$ cat src/rtl/ctrl_pkg.sv
// ctrl_pkg: shared definitions for the multicycle RISC-V control unit.
//   - state_e     : FSM state codes (also exported on state_o for debug)
//   - OP_*        : RV32I major opcodes recognised by the decoder
//   - ALUOP_*     : alu_op codes handed to the ALU decoder
//   - SRC_A_*/SRC_B_*/RES_* : datapath mux select codes
//   - is_retire_state() : states whose exit to FETCH completes an instruction
package ctrl_pkg;

    typedef enum logic [3:0] {
        S_FETCH     = 4'd0,
        S_DECODE    = 4'd1,
        S_MEM_ADR   = 4'd2,
        S_MEM_READ  = 4'd3,
        S_MEM_WB    = 4'd4,
        S_MEM_WRITE = 4'd5,
        S_EXEC_R    = 4'd6,
        S_EXEC_I    = 4'd7,
        S_ALU_WB    = 4'd8,
        S_BRANCH    = 4'd9,
        S_JAL       = 4'd10,
        S_ERROR     = 4'd15
    } state_e;

    localparam logic [6:0] OP_LOAD   = 7'b0000011;
    localparam logic [6:0] OP_STORE  = 7'b0100011;
    localparam logic [6:0] OP_RTYPE  = 7'b0110011;
    localparam logic [6:0] OP_ITYPE  = 7'b0010011;
    localparam logic [6:0] OP_BRANCH = 7'b1100011;
    localparam logic [6:0] OP_JAL    = 7'b1101111;

    localparam logic [1:0] ALUOP_ADD    = 2'b00;
    localparam logic [1:0] ALUOP_ITYPE  = 2'b01;
    localparam logic [1:0] ALUOP_RTYPE  = 2'b10;
    localparam logic [1:0] ALUOP_BRANCH = 2'b11;

    localparam logic [1:0] SRC_A_PC    = 2'b00;
    localparam logic [1:0] SRC_A_OLDPC = 2'b01;
    localparam logic [1:0] SRC_A_RS1   = 2'b10;

    localparam logic [1:0] SRC_B_RS2   = 2'b00;
    localparam logic [1:0] SRC_B_IMM   = 2'b01;
    localparam logic [1:0] SRC_B_FOUR  = 2'b10;

    localparam logic [1:0] RES_ALUOUT    = 2'b00;
    localparam logic [1:0] RES_MEMDATA   = 2'b01;
    localparam logic [1:0] RES_ALUDIRECT = 2'b10;

    // Leaving one of these states for FETCH means an instruction completed.
    function automatic logic is_retire_state(input state_e s);
        logic r;
        case (s)
            S_MEM_WB, S_MEM_WRITE, S_ALU_WB, S_BRANCH: r = 1'b1;
            default:                                   r = 1'b0;
        endcase
        return r;
    endfunction

endpackage

$ cat src/rtl/multicycle_ctrl_if.sv
// multicycle_ctrl_if: control/status bundle between the control FSM and the
// multicycle datapath.
//   master (controller): inputs opcode, branch_cond, mem_ready; outputs all
//                        enables, mux selects, alu_op, illegal_instr,
//                        state_o and instret.
//   slave  (datapath)  : the mirror image.
interface multicycle_ctrl_if #(
    parameter int STATE_WIDTH = 4,
    parameter int CNT_WIDTH   = 32
);
    logic [6:0]             opcode;
    logic                   branch_cond;
    logic                   mem_ready;
    logic                   pc_write;
    logic                   ir_write;
    logic                   adr_src;
    logic                   mem_read;
    logic                   mem_write;
    logic                   reg_write;
    logic [1:0]             alu_src_a;
    logic [1:0]             alu_src_b;
    logic [1:0]             result_src;
    logic [1:0]             alu_op;
    logic                   illegal_instr;
    logic [STATE_WIDTH-1:0] state_o;
    logic [CNT_WIDTH-1:0]   instret;

    modport master (
        input  opcode, branch_cond, mem_ready,
        output pc_write, ir_write, adr_src, mem_read, mem_write, reg_write,
               alu_src_a, alu_src_b, result_src, alu_op,
               illegal_instr, state_o, instret
    );

    modport slave (
        output opcode, branch_cond, mem_ready,
        input  pc_write, ir_write, adr_src, mem_read, mem_write, reg_write,
               alu_src_a, alu_src_b, result_src, alu_op,
               illegal_instr, state_o, instret
    );
endinterface

$ cat src/rtl/ctrl_next_state.sv
// ctrl_next_state: purely combinational next-state logic of the control FSM.
//   state      in  current state
//   opcode     in  instr[6:0]
//   mem_ready  in  memory access completed this cycle
//   state_next out state to load on the next clock edge
module ctrl_next_state
    import ctrl_pkg::*;
(
    input  state_e     state,
    input  logic [6:0] opcode,
    input  logic       mem_ready,
    output state_e     state_next
);

    // Next-state selection; unreachable codes fall back to FETCH.
    always_comb begin
        state_next = S_FETCH;
        case (state)
            S_FETCH: begin
                if (mem_ready) state_next = S_DECODE;
                else           state_next = S_FETCH;
            end
            S_DECODE: begin
                case (opcode)
                    OP_LOAD, OP_STORE: state_next = S_MEM_ADR;
                    OP_RTYPE:          state_next = S_EXEC_R;
                    OP_ITYPE:          state_next = S_EXEC_I;
                    OP_BRANCH:         state_next = S_BRANCH;
                    OP_JAL:            state_next = S_JAL;
                    default:           state_next = S_ERROR;
                endcase
            end
            S_MEM_ADR: begin
                if (opcode == OP_STORE) state_next = S_MEM_WRITE;
                else                    state_next = S_MEM_READ;
            end
            S_MEM_READ: begin
                if (mem_ready) state_next = S_MEM_WB;
                else           state_next = S_MEM_READ;
            end
            S_MEM_WRITE: begin
                if (mem_ready) state_next = S_FETCH;
                else           state_next = S_MEM_WRITE;
            end
            S_EXEC_R: state_next = S_ALU_WB;
            S_EXEC_I: state_next = S_ALU_WB;
            S_JAL:    state_next = S_ALU_WB;
            S_MEM_WB: state_next = S_FETCH;
            S_ALU_WB: state_next = S_FETCH;
            S_BRANCH: state_next = S_FETCH;
            S_ERROR:  state_next = S_ERROR;
            default:  state_next = S_FETCH;
        endcase
    end

endmodule

$ cat src/rtl/multicycle_ctrl.sv
// multicycle_ctrl: main control FSM of the multicycle RISC-V core.
//   clk    in  system clock, rising edge
//   rst_n  in  asynchronous active-low reset
//   bus    multicycle_ctrl_if.master: opcode/branch_cond/mem_ready in;
//          enables, mux selects, alu_op, illegal_instr, state_o, instret out
// Optional: define CTRL_PERF_CNT_EN to build the retired-instruction counter;
// otherwise instret is tied to zero.
module multicycle_ctrl
    import ctrl_pkg::*;
#(
    parameter int STATE_WIDTH = 4,
    parameter int CNT_WIDTH   = 32
) (
    input  logic               clk,
    input  logic               rst_n,
    multicycle_ctrl_if.master  bus
);

    state_e state_r;
    state_e state_next_s;
    logic   illegal_r;

    logic       pc_write_s, ir_write_s, adr_src_s, mem_read_s, mem_write_s, reg_write_s;
    logic [1:0] alu_src_a_s, alu_src_b_s, result_src_s, alu_op_s;

    ctrl_next_state u_next_state (
        .state      (state_r),
        .opcode     (bus.opcode),
        .mem_ready  (bus.mem_ready),
        .state_next (state_next_s)
    );

    // State register.
    always_ff @(posedge clk or negedge rst_n) begin
        if (!rst_n) state_r <= S_FETCH;
        else        state_r <= state_next_s;
    end

    // Sticky illegal-opcode flag, set as the FSM enters ERROR.
    always_ff @(posedge clk or negedge rst_n) begin
        if (!rst_n) illegal_r <= 1'b0;
        else        illegal_r <= illegal_r | (state_next_s == S_ERROR);
    end

    // Moore output decode; FETCH and BRANCH qualify their loads with inputs.
    always_comb begin
        pc_write_s   = 1'b0;
        ir_write_s   = 1'b0;
        adr_src_s    = 1'b0;
        mem_read_s   = 1'b0;
        mem_write_s  = 1'b0;
        reg_write_s  = 1'b0;
        alu_src_a_s  = SRC_A_PC;
        alu_src_b_s  = SRC_B_RS2;
        result_src_s = RES_ALUOUT;
        alu_op_s     = ALUOP_ADD;
        case (state_r)
            S_FETCH: begin
                mem_read_s   = 1'b1;
                alu_src_b_s  = SRC_B_FOUR;
                result_src_s = RES_ALUDIRECT;
                ir_write_s   = bus.mem_ready;
                pc_write_s   = bus.mem_ready;
            end
            S_DECODE: begin
                alu_src_a_s = SRC_A_OLDPC;
                alu_src_b_s = SRC_B_IMM;
            end
            S_MEM_ADR: begin
                alu_src_a_s = SRC_A_RS1;
                alu_src_b_s = SRC_B_IMM;
            end
            S_MEM_READ: begin
                mem_read_s = 1'b1;
                adr_src_s  = 1'b1;
            end
            S_MEM_WB: begin
                result_src_s = RES_MEMDATA;
                reg_write_s  = 1'b1;
            end
            S_MEM_WRITE: begin
                mem_write_s = 1'b1;
                adr_src_s   = 1'b1;
            end
            S_EXEC_R: begin
                alu_src_a_s = SRC_A_RS1;
                alu_op_s    = ALUOP_RTYPE;
            end
            S_EXEC_I: begin
                alu_src_a_s = SRC_A_RS1;
                alu_src_b_s = SRC_B_IMM;
                alu_op_s    = ALUOP_ITYPE;
            end
            S_ALU_WB: begin
                reg_write_s = 1'b1;
            end
            S_BRANCH: begin
                alu_src_a_s = SRC_A_RS1;
                alu_op_s    = ALUOP_BRANCH;
                pc_write_s  = bus.branch_cond;
            end
            S_JAL: begin
                alu_src_a_s = SRC_A_OLDPC;
                alu_src_b_s = SRC_B_FOUR;
                pc_write_s  = 1'b1;
            end
            default: begin
                pc_write_s = 1'b0;
            end
        endcase
    end

    // Reset is folded in so no request or write escapes while rst_n is low,
    // even though FETCH itself would otherwise request a read.
    assign bus.pc_write      = pc_write_s  & rst_n;
    assign bus.ir_write      = ir_write_s  & rst_n;
    assign bus.mem_read      = mem_read_s  & rst_n;
    assign bus.mem_write     = mem_write_s & rst_n;
    assign bus.reg_write     = reg_write_s & rst_n;
    assign bus.adr_src       = adr_src_s;
    assign bus.alu_src_a     = alu_src_a_s;
    assign bus.alu_src_b     = alu_src_b_s;
    assign bus.result_src    = result_src_s;
    assign bus.alu_op        = alu_op_s;
    assign bus.illegal_instr = illegal_r;
    assign bus.state_o       = STATE_WIDTH'(state_r);

`ifdef CTRL_PERF_CNT_EN
    logic [CNT_WIDTH-1:0] instret_r;
    logic                 retire_s;

    assign retire_s = is_retire_state(state_r) && (state_next_s == S_FETCH);

    // Retired-instruction counter, wraps naturally.
    always_ff @(posedge clk or negedge rst_n) begin
        if (!rst_n)        instret_r <= '0;
        else if (retire_s) instret_r <= instret_r + {{(CNT_WIDTH-1){1'b0}}, 1'b1};
    end

    assign bus.instret = instret_r;
`else
    assign bus.instret = '0;
`endif

endmodule

$ cat src/flat_wrapper.sv
// flat-port wrapper written by rule: the top's interface ports become plain ports
module multicycle_ctrl_flat import ctrl_pkg::*;
#(
    parameter int STATE_WIDTH = 4,
    parameter int CNT_WIDTH   = 32
)
  (clk, rst_n, bus_opcode, bus_branch_cond, bus_mem_ready, bus_pc_write, bus_ir_write, bus_adr_src, bus_mem_read, bus_mem_write, bus_reg_write, bus_alu_src_a, bus_alu_src_b, bus_result_src, bus_alu_op, bus_illegal_instr, bus_state_o, bus_instret);
  multicycle_ctrl_if #(.STATE_WIDTH(STATE_WIDTH), .CNT_WIDTH(CNT_WIDTH)) bus_i ();
  input  logic clk;
  input  logic rst_n;
  input wire logic [$bits(bus_i.opcode)-1:0] bus_opcode;
  input wire logic [$bits(bus_i.branch_cond)-1:0] bus_branch_cond;
  input wire logic [$bits(bus_i.mem_ready)-1:0] bus_mem_ready;
  output wire logic [$bits(bus_i.pc_write)-1:0] bus_pc_write;
  output wire logic [$bits(bus_i.ir_write)-1:0] bus_ir_write;
  output wire logic [$bits(bus_i.adr_src)-1:0] bus_adr_src;
  output wire logic [$bits(bus_i.mem_read)-1:0] bus_mem_read;
  output wire logic [$bits(bus_i.mem_write)-1:0] bus_mem_write;
  output wire logic [$bits(bus_i.reg_write)-1:0] bus_reg_write;
  output wire logic [$bits(bus_i.alu_src_a)-1:0] bus_alu_src_a;
  output wire logic [$bits(bus_i.alu_src_b)-1:0] bus_alu_src_b;
  output wire logic [$bits(bus_i.result_src)-1:0] bus_result_src;
  output wire logic [$bits(bus_i.alu_op)-1:0] bus_alu_op;
  output wire logic [$bits(bus_i.illegal_instr)-1:0] bus_illegal_instr;
  output wire logic [$bits(bus_i.state_o)-1:0] bus_state_o;
  output wire logic [$bits(bus_i.instret)-1:0] bus_instret;
  assign bus_i.opcode = bus_opcode;
  assign bus_i.branch_cond = bus_branch_cond;
  assign bus_i.mem_ready = bus_mem_ready;
  assign bus_pc_write = bus_i.pc_write;
  assign bus_ir_write = bus_i.ir_write;
  assign bus_adr_src = bus_i.adr_src;
  assign bus_mem_read = bus_i.mem_read;
  assign bus_mem_write = bus_i.mem_write;
  assign bus_reg_write = bus_i.reg_write;
  assign bus_alu_src_a = bus_i.alu_src_a;
  assign bus_alu_src_b = bus_i.alu_src_b;
  assign bus_result_src = bus_i.result_src;
  assign bus_alu_op = bus_i.alu_op;
  assign bus_illegal_instr = bus_i.illegal_instr;
  assign bus_state_o = bus_i.state_o;
  assign bus_instret = bus_i.instret;
  multicycle_ctrl #(.STATE_WIDTH(STATE_WIDTH), .CNT_WIDTH(CNT_WIDTH)) u_core (.clk(clk), .rst_n(rst_n), .bus(bus_i));
endmodule
$ cat config.mk
export PLATFORM = sky130hd
export DESIGN_NAME = multicycle_ctrl_flat
export DESIGN_NICKNAME = d
export VERILOG_FILES = /design/src/rtl/ctrl_pkg.sv /design/src/rtl/multicycle_ctrl_if.sv /design/src/rtl/ctrl_next_state.sv /design/src/rtl/multicycle_ctrl.sv /design/src/flat_wrapper.sv
export SDC_FILE = /design/constraint.sdc
export NUM_CORES = 1
export LEC_CHECK = 0
export CORE_UTILIZATION = 35
export CTS_CLUSTER_DIAMETER = 120
export DETAILED_ROUTE_END_ITERATION = 6
export PLACE_DENSITY_LB_ADDON = 0.15
export SETUP_SLACK_MARGIN = 0.1
export SYNTH_ARGS = -nofsm -noshare
export SYNTH_HDL_FRONTEND = slang
export SYNTH_SLANG_ARGS = --single-unit
$ cat constraint.sdc
create_clock -name clk -period 1.84 [get_ports clk]
set_clock_uncertainty 0.05 [all_clocks]
set_input_delay 0.46 -clock clk [delete_from_list [all_inputs] [get_ports clk]]
set_output_delay 0.46 -clock clk [all_outputs]
set_load 0.02 [all_outputs]
## Yosys cells after proc, flatten, opt, wreduce, memory -nomap -nowiden

Cells that the tools add are included.

- Memory bits (writable): 0
- Memories kept: 0
- Memory bits (read-only): 0
- Bits in registers: 5
- Bits in latches: 0

- Reduce and logical (&&, ||, !) cells: 10
- Add/subtract/negate cells: 0
- Bitwise gates (word level): 6
- Shifts and indexed selects: 0
- Eq/ne operators: 18
- $mul: 0
- Mux-type cells: 16
- Magnitude comparators: 0
- Divide/modulo/power cells: 0

Operator list:

| operator | number |
|---|---|
| $pmux 4 s7 | 1 |
| $eq 4x4->1 const B | 5 |
| $pmux 4 s5 | 1 |
| $eq 4x3->1 const B | 4 |
| $eq 7x6->1 const B | 2 |
| $eq 7x7->1 const B | 2 |
| $pmux 2 s2 | 3 |
| $reduce_or 2->1 | 6 |
| $mux 3 | 3 |
| $eq 4x2->1 const B | 2 |
| $eq 7x2->1 const B | 1 |
| $eq 7x5->1 const B | 1 |
| $mux 1 | 6 |
| $pmux 2 s3 | 1 |
| $reduce_or 3->1 | 2 |
| $and 1x1->1 | 5 |
| $eq 4x1->1 const B | 1 |
| $logic_not 4->1 | 1 |
| $reduce_or 4->1 | 1 |
| $pmux 1 s3 | 1 |
| $or 1x1->1 | 1 |

## Longest topological paths before layout

Gate-level depths: netlist (run 1).

- Depth after elaboration: 6
- Depth in mapped cells: 6

## By module

From an unflattened synthesis (run 1), not the netlist that was laid out.

- Cell total of the unflattened synthesis: 119
- Area, all modules: 947.2 sq um

By module, submodules not included:

| module | cells each | instances | seq. area each (sq um) | area each (sq um) |
|---|---|---|---|---|
| multicycle_ctrl | 77 | 1 | 125.1 | 678.2 |
| ctrl_next_state | 42 | 1 | 0.0 | 269.0 |

## Least setup slack after synthesis (run 1)

OpenSTA, ideal clock, no wires.

- Path kind: reg2out
- Start point: register u_core.state_r[3] (netlist: u_core.bus.state_o[3])
- End point: output port bus_pc_write
- Data required time: 1.330 ns
- Setup slack: -0.721 ns
- Data arrival time: 2.051 ns
- Stages on the path, launching flop included: 6
- Path through: dfrtp_1 clkbuf_1 buf_2 nor4_1 nand3_1 o31ai_1

- Longest elaborated chain between the ends: 3
- Elaborated cells between the ends (all ways): 5
- Those cells by class: eq/ne: 2; mux: 1; bitwise: 1; reduce/logical: 1

RTL lines:

| element | RTL line | source |
|---|---|---|
| start: declaration | multicycle_ctrl.sv:19 | `state_e state_r;` |
| start signal: assignment | multicycle_ctrl.sv:36 | `else state_r <= state_next_s;` |
| $eq 4x4->1 or $logic_not 4->1 (tied branches) | multicycle_ctrl.sv:57 | `case (state_r)` |
| $pmux 1 s3 * | multicycle_ctrl.sv:57 |  |
| $and 1x1->1 * | multicycle_ctrl.sv:115 | `assign bus.pc_write = pc_write_s & rst_n;` |
| end: declaration | flat_wrapper.sv:14 | `output wire logic [$bits(bus_i.pc_write)-1:0] bus_pc_write;` |

Mark *: on every way between the ends. The rest lies on a longest branch, timed or not.

## Worst setup path after layout (run 1)

- Start point: register u_core.state_r[2] (netlist: u_core.bus.state_o[2])
- End point: output port bus_reg_write

- Longest elaborated chain between the ends: 4
- Elaborated cells between the ends (all ways): 5
- Those cells by class: eq/ne: 2; mux: 1; bitwise: 1; reduce/logical: 1

RTL lines:

| element | RTL line | source |
|---|---|---|
| $eq 4x4->1 or $eq 4x3->1 (tied branches) | multicycle_ctrl.sv:57 |  |
| $reduce_or 2->1 (no source line) * | - |  |
| $mux 1 * | multicycle_ctrl.sv:57 |  |
| $and 1x1->1 * | multicycle_ctrl.sv:119 | `assign bus.reg_write = reg_write_s & rst_n;` |
| end: declaration | flat_wrapper.sv:19 | `output wire logic [$bits(bus_i.reg_write)-1:0] bus_reg_write;` |

Marks and branches as above.

==> results.yml, run 1 <==
layout:
  antenna_cells: 0
  finalNonFillerCells: 203
  syn_to_final_growth_pct: 78.21
  nets: 187
  drive_gt1_share_pct: 52.00
  final_util_pct: 67.89
  finalInstanceArea_mm2: 0.001545
power_and_ir_drop:
  cellPowerDensity_mw_per_mm2: 1576
  p_int_uw: 1273
  ir_worst_vdd_uv: 900.4
  p_comb_share_pct: 85.0
  power_leakage_uw: 0.0007124
  switchingPower_uw: 1162
  pwr-share-clk_pct: 5.4
  power_uw: 2435
  p_seq_share_pct: 9.6
  switching_share_pct: 47.72
floorplan:
  die_w_um: 51.78
  die_y_um: 51.78
  core_area_mm2: 0.002276
  dieArea_mm2: 0.002681
  pin_count: 62
  rows: 17
  start_util_pct: 38.10
logic_synthesis:
  yosys_warnings: 0
  ys_seq_elements: 5
  synth_top_cell_area_share_pct: 27.71
  synth_adder_area_share_pct: 0
  synthXorXnorAreaFrac_pct: 3.030
  synth_top_family_by_area: "buffers and inverters"
  synth_cells: 117
  synth_top_area_cell: "buf_4"
  async_flop_share_pct: 100.0
  yosys-top-cells-area: "buf_4 (28%), dfrtp_1 (14%), nor3_1 (4.6%), nor2_1 (3.9%), a21oi_1 (3.5%)"
  synth-compound-area-share_pct: 22.08
  synth_most_common_cell: "buf_4"
  synth_simple_gate_area_share_pct: 25.69
  synth-main-ff-cell: "dfrtp_1"
  synth_edf_count: 0
  synth_area_um2: 867.1
  ys_seq_area_share_pct: 14.43
  ys_types: 36
  synth_commonest_cells: "buf_4 (32), nor2_1 (9), nor3_1 (8)"
  syn_avg_cell_area_um2: 7.411
  muxShareOfSynthArea_pct: 0
place:
  dp.cells: 191
  placed_area_mm2: 0.001280
  port_buffers: 29
  gp_congestion: 0.7684
  place_hpwl_um: 1676
status:
  outcome: "complete, but fails checks"
  failed_checks: "setup timing"
routing:
  first_pass_iters: 2
  wl_met1_um: 931
  wirelength_um: 2288
  wl_met2_um: 1215
  drtIter0Drc: 8
  drc: 0
  wl_met3_um: 127
  wire_per_inst_um: 11.27
  ant_nets: 0
  viasPerCell: 4.591
  vias: 932
  top_layer_used: "met4"
cts:
  postCtsHoldBufs: 0
  numClockSinks: 5
  root_buffer: "clkbuf_4"
  clkTransAtPathRegs_ns: 0.05
  cts_buffers: 3
  ctsLongestPathBuffers: 2
  htree_levels: 1
  tritoncts: "yes"
  clk_latency_ns: 0.25
timing:
  fin_crit_sh_pct: 104.8
  finalSetupViolCount: 9
  fmax_mhz: 518.5
  rsz0062_at_grt: "yes"
  finalMaxSlewViolations: 0
  setup_ws_ns: -0.08863
  hold-worst-slack_ns: 0.3565
  period_needed_ns: 1.929
  final_hold_viol_count: 0
worst_setup_path:
  r2r_setup_slack_ns: 0.04
  worstPathRequired_ns: 1.33
  crit_type: "reg2out"
  critPathMaxFanout: 5
  r2r-start: "u_core.bus.state_o[3]"
  start_kind: "flop"
  cp-end-kind: "output port"
  reg2reg_to: "u_core.bus.illegal_instr"
  r2r_cells: 6
  cp.arrival_ns: 1.42
global_route:
  grt_overflow: 0
  grt_first_pass_wirelength_um: 3539
  grt_max_degree: 11
  first_global_vias: 827
  antenna_found_initial: 0
  grtUsageTotal_pct: 17.74
job:
  maxCapViolations: 0
hold_path:
  hp-class: "in2async"
-- per-stage QoR --
step | setup TNS, ns | worst slack (ns)
floorplan | -0.3657 | -0.1190
global placement | -5.408 | -0.6244
detailed placement | -5.680 | -0.6756
CTS | -0.5574 | -0.1267
global route | -1.191 | -0.1631
finish | -0.4179 | -0.08863
-- worst max-delay path by stage --
stage / from / endpoint / slack, ns / cells past startpoint
after CTS: u_core.bus.state_o[3] / bus_reg_write / -0.13 / 4
final: u_core.bus.state_o[2] / bus_reg_write / -0.09 / 4
after global placement: rst_n / bus_reg_write / -0.62 / 4
after floorplan: u_core.bus.state_o[2] / bus_ir_write / -0.12 / 5
after detailed placement: rst_n / bus_reg_write / -0.68 / 4
after global routing: u_core.bus.state_o[3] / bus_reg_write / -0.16 / 3
-- metal layers --
metal  track usage, %  vias up
met5                0        -
met4            4.054        0
met3            4.094        3
met2            33.77       34
met1            19.61      436
li1                 -      459
-- repair_timing --
item,CTS,global route
buffers inserted,5,6
setup endpoints to repair,20,20
resized for setup,110,22
gates cloned,0,0
pin swaps,5,7
-- cell type report --
cell class | count | area (µm²)
tap | 28 | 35.03
inverter | 5 | 18.77
sequential | 5 | 130.1
multi-input combinational | 99 | 785.8
clock buffer | 4 | 26.28
fill | 207 | 730.7
timing repair buffer | 62 | 549.3
-- flip-flops by register name, summed over array words and instances (netlist names) --
register / flops
u_core.bus.state_o: 4
u_core.bus.illegal_instr: 1
-- critical path: stages, from the launching register on --
cell,delay (ns)
dfrtp_2,0.45
buf_6,0.13
nand2b_4,0.06
a2111oi_4,0.34
buf_4,0.20
-- power by group through the flow --
stage / registers [µW] / clock network (µW) / logic (µW)
floorplan: 243 / 0 / 1060
global placement: 221 / 0 / 1620
detailed placement: 224 / 0 / 1640
CTS: 230 / 137 / 1820
global route: 243 / 144 / 2220
finish: 234 / 131 / 2070
-- cell usage in the layout (no fill, tap or decap), types with 3 or more instances in the layout --
| master | netlist | final |
|---|---|---|
| nand2b_4 | 0 | 3 |
| dlygate4sd2_1 | 0 | 3 |
| dfrtp_2 | 0 | 4 |
| clkbuf_4 | 0 | 3 |
| conb_1 | 1 | 32 |
| nor3_2 | 0 | 5 |
| inv_1 | 5 | 3 |
| buf_4 | 32 | 32 |
| nor3_1 | 8 | 3 |
| buf_6 | 1 | 14 |
| a21oi_1 | 6 | 4 |
| clkdlybuf4s50_1 | 0 | 8 |
| nor2_1 | 9 | 6 |
| nand2_1 | 5 | 4 |
-- cell families after synthesis --
logic type             count (synthesis)
AO/OA/AOI/OAI                         24
other                                  1
buffers and inverters                 44
XOR/XNOR                               3
AND/OR/NAND/NOR                       40
flip-flops                             5
Note: power is estimated with default switching activity, not from simulation.
==> run 2: changes to the inputs <==
--- a/config.mk
+++ b/config.mk
@@ -10,6 +10,7 @@
 export DETAILED_ROUTE_END_ITERATION = 6
 export PLACE_DENSITY_LB_ADDON = 0.15
 export SETUP_SLACK_MARGIN = 0.1
+export SKIP_LAST_GASP = 1
 export SYNTH_ARGS = -nofsm -noshare
 export SYNTH_HDL_FRONTEND = slang
 export SYNTH_SLANG_ARGS = --single-unit
==> run 2 against run 1 <==
Effect of this change:
- the run still ends with setup timing left
- combinational power fell by 2%
- final area down 1.6%
- clock-buffer cell count unchanged
- sequential power about the same
- clock power about the same
- flip-flop and latch count did not move
- routed wire length decreased by 1.1%
- maximum frequency decreased by 0.13%
- worst setup slack got worse by 0.0026 ns
- non-clock buffer count decreased by 2
==> results.yml, run 2 (synthesis results as in run 1) <==
global_route:
  antenna_found_initial: 0
  grtUsageTotal_pct: 17.43
  first_global_vias: 821
  grt_overflow: 0
  grt_max_degree: 11
  grt_first_pass_wirelength_um: 3463
status:
  outcome: "complete, but fails checks"
  failed_checks: "setup timing"
place:
  port_buffers: 29
  gp_congestion: 0.7684
  pre_cts_ws_ns: -0.6756
  place_hpwl_um: 1676
floorplan:
  pin_count: 62
  rows: 17
  core_area_mm2: 0.002276
  die_y_um: 51.78
  die_w_um: 51.78
  dieArea_mm2: 0.002681
  start_util_pct: 38.10
routing:
  wire_per_inst_um: 11.25
  drtIter0Drc: 11
  first_pass_iters: 4
  vias: 927
  drc: 0
  viasPerCell: 4.612
  ant_nets: 0
  wirelength_um: 2262
timing:
  final_hold_viol_count: 0
  hold-worst-slack_ns: 0.3564
  fmax_mhz: 517.8
  fin_crit_sh_pct: 105.0
  setup_ws_ns: -0.09120
  finalMaxSlewViolations: 0
  period_needed_ns: 1.931
  rsz0062_at_grt: "yes"
  finalSetupViolCount: 10
power_and_ir_drop:
  power_leakage_uw: 0.0007038
  ir_worst_vdd_uv: 1079
  cellPowerDensity_mw_per_mm2: 1577
  power_uw: 2397
worst_setup_path:
  r2r-start: "u_core.bus.state_o[1]"
  cp.arrival_ns: 1.42
  start_kind: "flop"
  setup.worst_path.start: "u_core.bus.state_o[2]"
  critPathMaxFanout: 5
  cp_slowest_cell: "dfrtp_2"
  cp_slowest_stage_delay_ns: 0.47
  crit_path_cell_trace: "nor4_4 > nand3_2 > o31ai_4 > buf_6"
  crit_buf_inv: 1
  crit_type: "reg2out"
  critical_path.top_delay_family: "flip-flops"
  cp-end-kind: "output port"
  worstPathRequired_ns: 1.33
cts:
  htree_levels: 1
  ctsLongestPathBuffers: 2
  root_buffer: "clkbuf_4"
  tritoncts: "yes"
  numClockSinks: 5
  clkTransAtPathRegs_ns: 0.05
  clk_latency_ns: 0.25
  cts_buffers: 3
layout:
  layout_common_cells: "conb_1 (32), buf_4 (27), buf_6 (16)"
  layout_commonest_cell: "conb_1"
  syn_to_final_growth_pct: 75.32
  antenna_cells: 0
  largest_reg_flops: 4
  nets: 185
  drive_gt1_share_pct: 52.02
job:
  maxCapViolations: 0
hold_path:
  hp-class: "in2async"
run 2: cell types whose count changed in the layout (fill, tap and decap cells not counted), sizes merged:
cell           delta
clkbuf            +1
clkdlybuf4s15     -1
buf               -2
run 2: where the power goes:
group / leakage [µW] / total, µW / internal, µW / switching (µW)
sequential: 0.0000543 / 234 / 159 / 74.1
combinational: 0.000635 / 2030 / 1010 / 1020
clock: 0.0000150 / 131 / 82.2 / 48.6
total: 0.000704 / 2400 / 1250 / 1150
run 2: path summary, 6_finish.rpt:
check / slack (ns) / depth (start not counted) / to
hold / removal: 0.36 / 3 / u_core.bus.illegal_instr
hold reg to reg: 0.41 / 1 / u_core.bus.illegal_instr
min in group clk: 0.41 / 1 / u_core.bus.illegal_instr
max in group asynchronous: 1.26 / 3 / u_core.bus.state_o[1]
setup / recovery: -0.09 / 4 / bus_pc_write
setup reg to reg: 0.02 / 6 / u_core.bus.illegal_instr
run 2: routing by layer:
metal  global-route usage, %  share of wire [%]  wire length (µm)
met1                   18.89                 40               908
met2                   33.55                 53              1206
met3                   4.094                6.5               147
met4                   4.054                  0                 0
met5                       0                  0                 0
run 2: stage by stage:
step	std cells	util (%)	TNS, ns	area, µm²
2_1_floorplan	148	-	-0.3657	1082
3_3_place_gp	191	56.24	-5.408	1280
3_5_place_dp	191	56.24	-5.680	1280
4_1_cts	199	60.64	-0.6950	1380
5_1_grt	201	66.79	-1.268	1520
6_report	201	66.79	-0.4167	1520
run 2: final cells by class:
class,instances,area (µm²)
clock buffer,4,26.28
fill,218,755.7
inverter,5,18.77
multi-input combinational,99,775.7
sequential,5,130.1
tap,28,35.03
timing repair buffer,60,534.3
run 2: worst min-delay path: cells and delay by family:
kind / cells / cell delay, ns
buffers and inverters: 3 / 0.51
run 2: repair_timing:
| item | in CTS | in global routing |
|---|---|---|
| setup endpoints to repair | 20 | 20 |
| gates resized for setup | 100 | 32 |
| hold buffers | 0 | 0 |
| buffers inserted | 5 | 3 |
| pin swaps | 4 | 10 |
==> run 3: changes to the inputs <==
--- a/config.mk
+++ b/config.mk
@@ -5,6 +5,7 @@
 export SDC_FILE = /design/constraint.sdc
 export NUM_CORES = 1
 export LEC_CHECK = 0
+export CORE_MARGIN = 2
 export CORE_UTILIZATION = 35
 export CTS_CLUSTER_DIAMETER = 120
 export DETAILED_ROUTE_END_ITERATION = 6
==> run 3 against run 2 <==
Effect of this change:
- the flow still finishes with violations (setup timing)
- sequential share of layout area shrank 0.056 points
- clock power is essentially flat
- non-clock buffer count grew 4
- highest routed layer is now met4
- total power shrank 0.92%
- utilization shrank 3.3 points
- register-to-register slack is essentially flat
==> results.yml, run 3 (synthesis results as in run 1) <==
timing:
  rsz0062_at_grt: "yes"
  fmax_mhz: 513.9
  fin_crit_sh_pct: 105.8
  final_hold_viol_count: 0
  period_needed_ns: 1.946
  finalMaxSlewViolations: 0
  finalSetupViolCount: 8
  hold-worst-slack_ns: 0.2571
  setup_ws_ns: -0.1058
place:
  placed_area_mm2: 0.001297
  dp.cells: 195
  port_buffers: 29
  place_hpwl_um: 1823
  gp_congestion: 0.7309
cts:
  cts_buffers: 3
  root_buffer: "clkbuf_4"
  htree_levels: 1
  clkTransAtPathRegs_ns: 0.05
  ctsLongestPathBuffers: 2
  numClockSinks: 5
  clk_latency_ns: 0.25
  tritoncts: "yes"
routing:
  first_pass_iters: 4
  ant_nets: 0
  drtIter0Drc: 10
  wl_met3_um: 172
  wl_met2_um: 1462
  drc: 0
  viasPerCell: 4.628
  vias: 958
  wl_met1_um: 923
  wirelength_um: 2571
  wire_per_inst_um: 12.42
  top_layer_used: "met4"
layout:
  finalInstanceArea_mm2: 0.001530
  largest_reg_flops: 4
  finalNonFillerCells: 207
  drive_gt1_share_pct: 52.54
  syn_to_final_growth_pct: 76.48
  antenna_cells: 0
  fill_cells: 232
  layout_common_cells: "conb_1 (32), buf_4 (32), buf_6 (15)"
  nets: 189
global_route:
  grt_overflow: 0
  first_global_vias: 820
  grt_max_degree: 11
  grt_first_pass_wirelength_um: 3870
  antenna_found_initial: 0
  grtUsageTotal_pct: 18.67
worst_setup_path:
  cp.arrival_ns: 1.44
  cp_slowest_stage_delay_ns: 0.46
  cp-end-kind: "output port"
  cp_slowest_cell: "dfrtp_2"
  crit_type: "reg2out"
  r2r-start: "u_core.bus.state_o[3]"
  r2r_cells: 6
  reg2reg_to: "u_core.bus.illegal_instr"
  worstPathRequired_ns: 1.33
  critical_path.top_delay_family: "flip-flops"
  crit_path_cell_trace: "buf_4 > nor2_2 > a21oi_2 > o31ai_4 > buf_6"
  critPathMaxFanout: 7
  crit_buf_inv: 2
  r2r_setup_slack_ns: 0.01
  start_kind: "flop"
power_and_ir_drop:
  power_leakage_uw: 0.0007152
  ir_worst_vdd_uv: 887.1
  cellPowerDensity_mw_per_mm2: 1552
  power_uw: 2375
floorplan:
  dieArea_mm2: 0.002892
  rows: 18
  pin_count: 62
  core_area_mm2: 0.002410
  die_y_um: 53.78
  start_util_pct: 35.98
  die_w_um: 53.78
status:
  outcome: "complete, but fails checks"
  failed_checks: "setup timing"
job:
  maxCapViolations: 0
hold_path:
  hp-class: "in2async"
==> run 3: cell types whose count changed in the layout (fill, tap and decap cells not counted), sizes merged <==
cell	change
buf	+3
clkbuf	+2
clkdlybuf4s50	-1
dlygate4sd2	+2
dlymetal6s2s	-2
==> run 3: through the flow <==
stage	utilization, %	setup TNS (ns)	setup slack, ns
after detailed placement	53.84	-6.040	-0.6705
final	63.50	-0.5239	-0.1058
after global routing	63.50	-1.509	-0.1993
after floorplan	-	-0.3657	-0.1190
after CTS	59.92	-0.7682	-0.1357
after global placement	53.84	-5.696	-0.6423
==> run 3: final cells by class <==
class,count,area [µm²],share of cell area [%]
clock buffer,4,26.28,1.717
sequential,5,130.1,8.504
multi-input combinational,99,769.5,50.29
inverter,5,18.77,1.226
timing repair buffer,64,548.0,35.81
tap,30,37.54,2.453
==> run 3: worst max-delay path by stage <==
stage	from	end	slack (ns)	cells past startpoint
floorplan	u_core.bus.state_o[2]	bus_ir_write	-0.12	5
global placement	rst_n	bus_reg_write	-0.64	4
detailed placement	rst_n	bus_reg_write	-0.67	4
CTS	u_core.bus.state_o[3]	bus_reg_write	-0.14	3
global route	u_core.bus.state_o[1]	bus_alu_src_a[0]	-0.20	5
finish	u_core.bus.state_o[1]	bus_pc_write	-0.11	5
==> run 3: report_power, final <==
part,internal [µW],switching [µW]
logic,986,1010
clock network,82.4,51.7
registers,159,82.5
==> run 3: timing repair <==
item,CTS,global route
hold buffers,0,0
setup endpoints to repair,23,20
pin swaps,8,4
buffers inserted,7,4
resized for setup,104,26
==> run 3: routing by layer <==
layer	global-route usage, %	vias up
li1	-	467
met1	18.96	449
met2	36.99	40
met3	3.611	2
met4	6.410	0
met5	0	-
==> run 3: worst register-to-register path, delay by kind of cell, from the launching register on <==
kind | cells | cell delay (ns)
compound gates | 3 | 0.46
buf+inv | 2 | 0.28
flops | 1 | 0.45
simple gates | 1 | 0.53
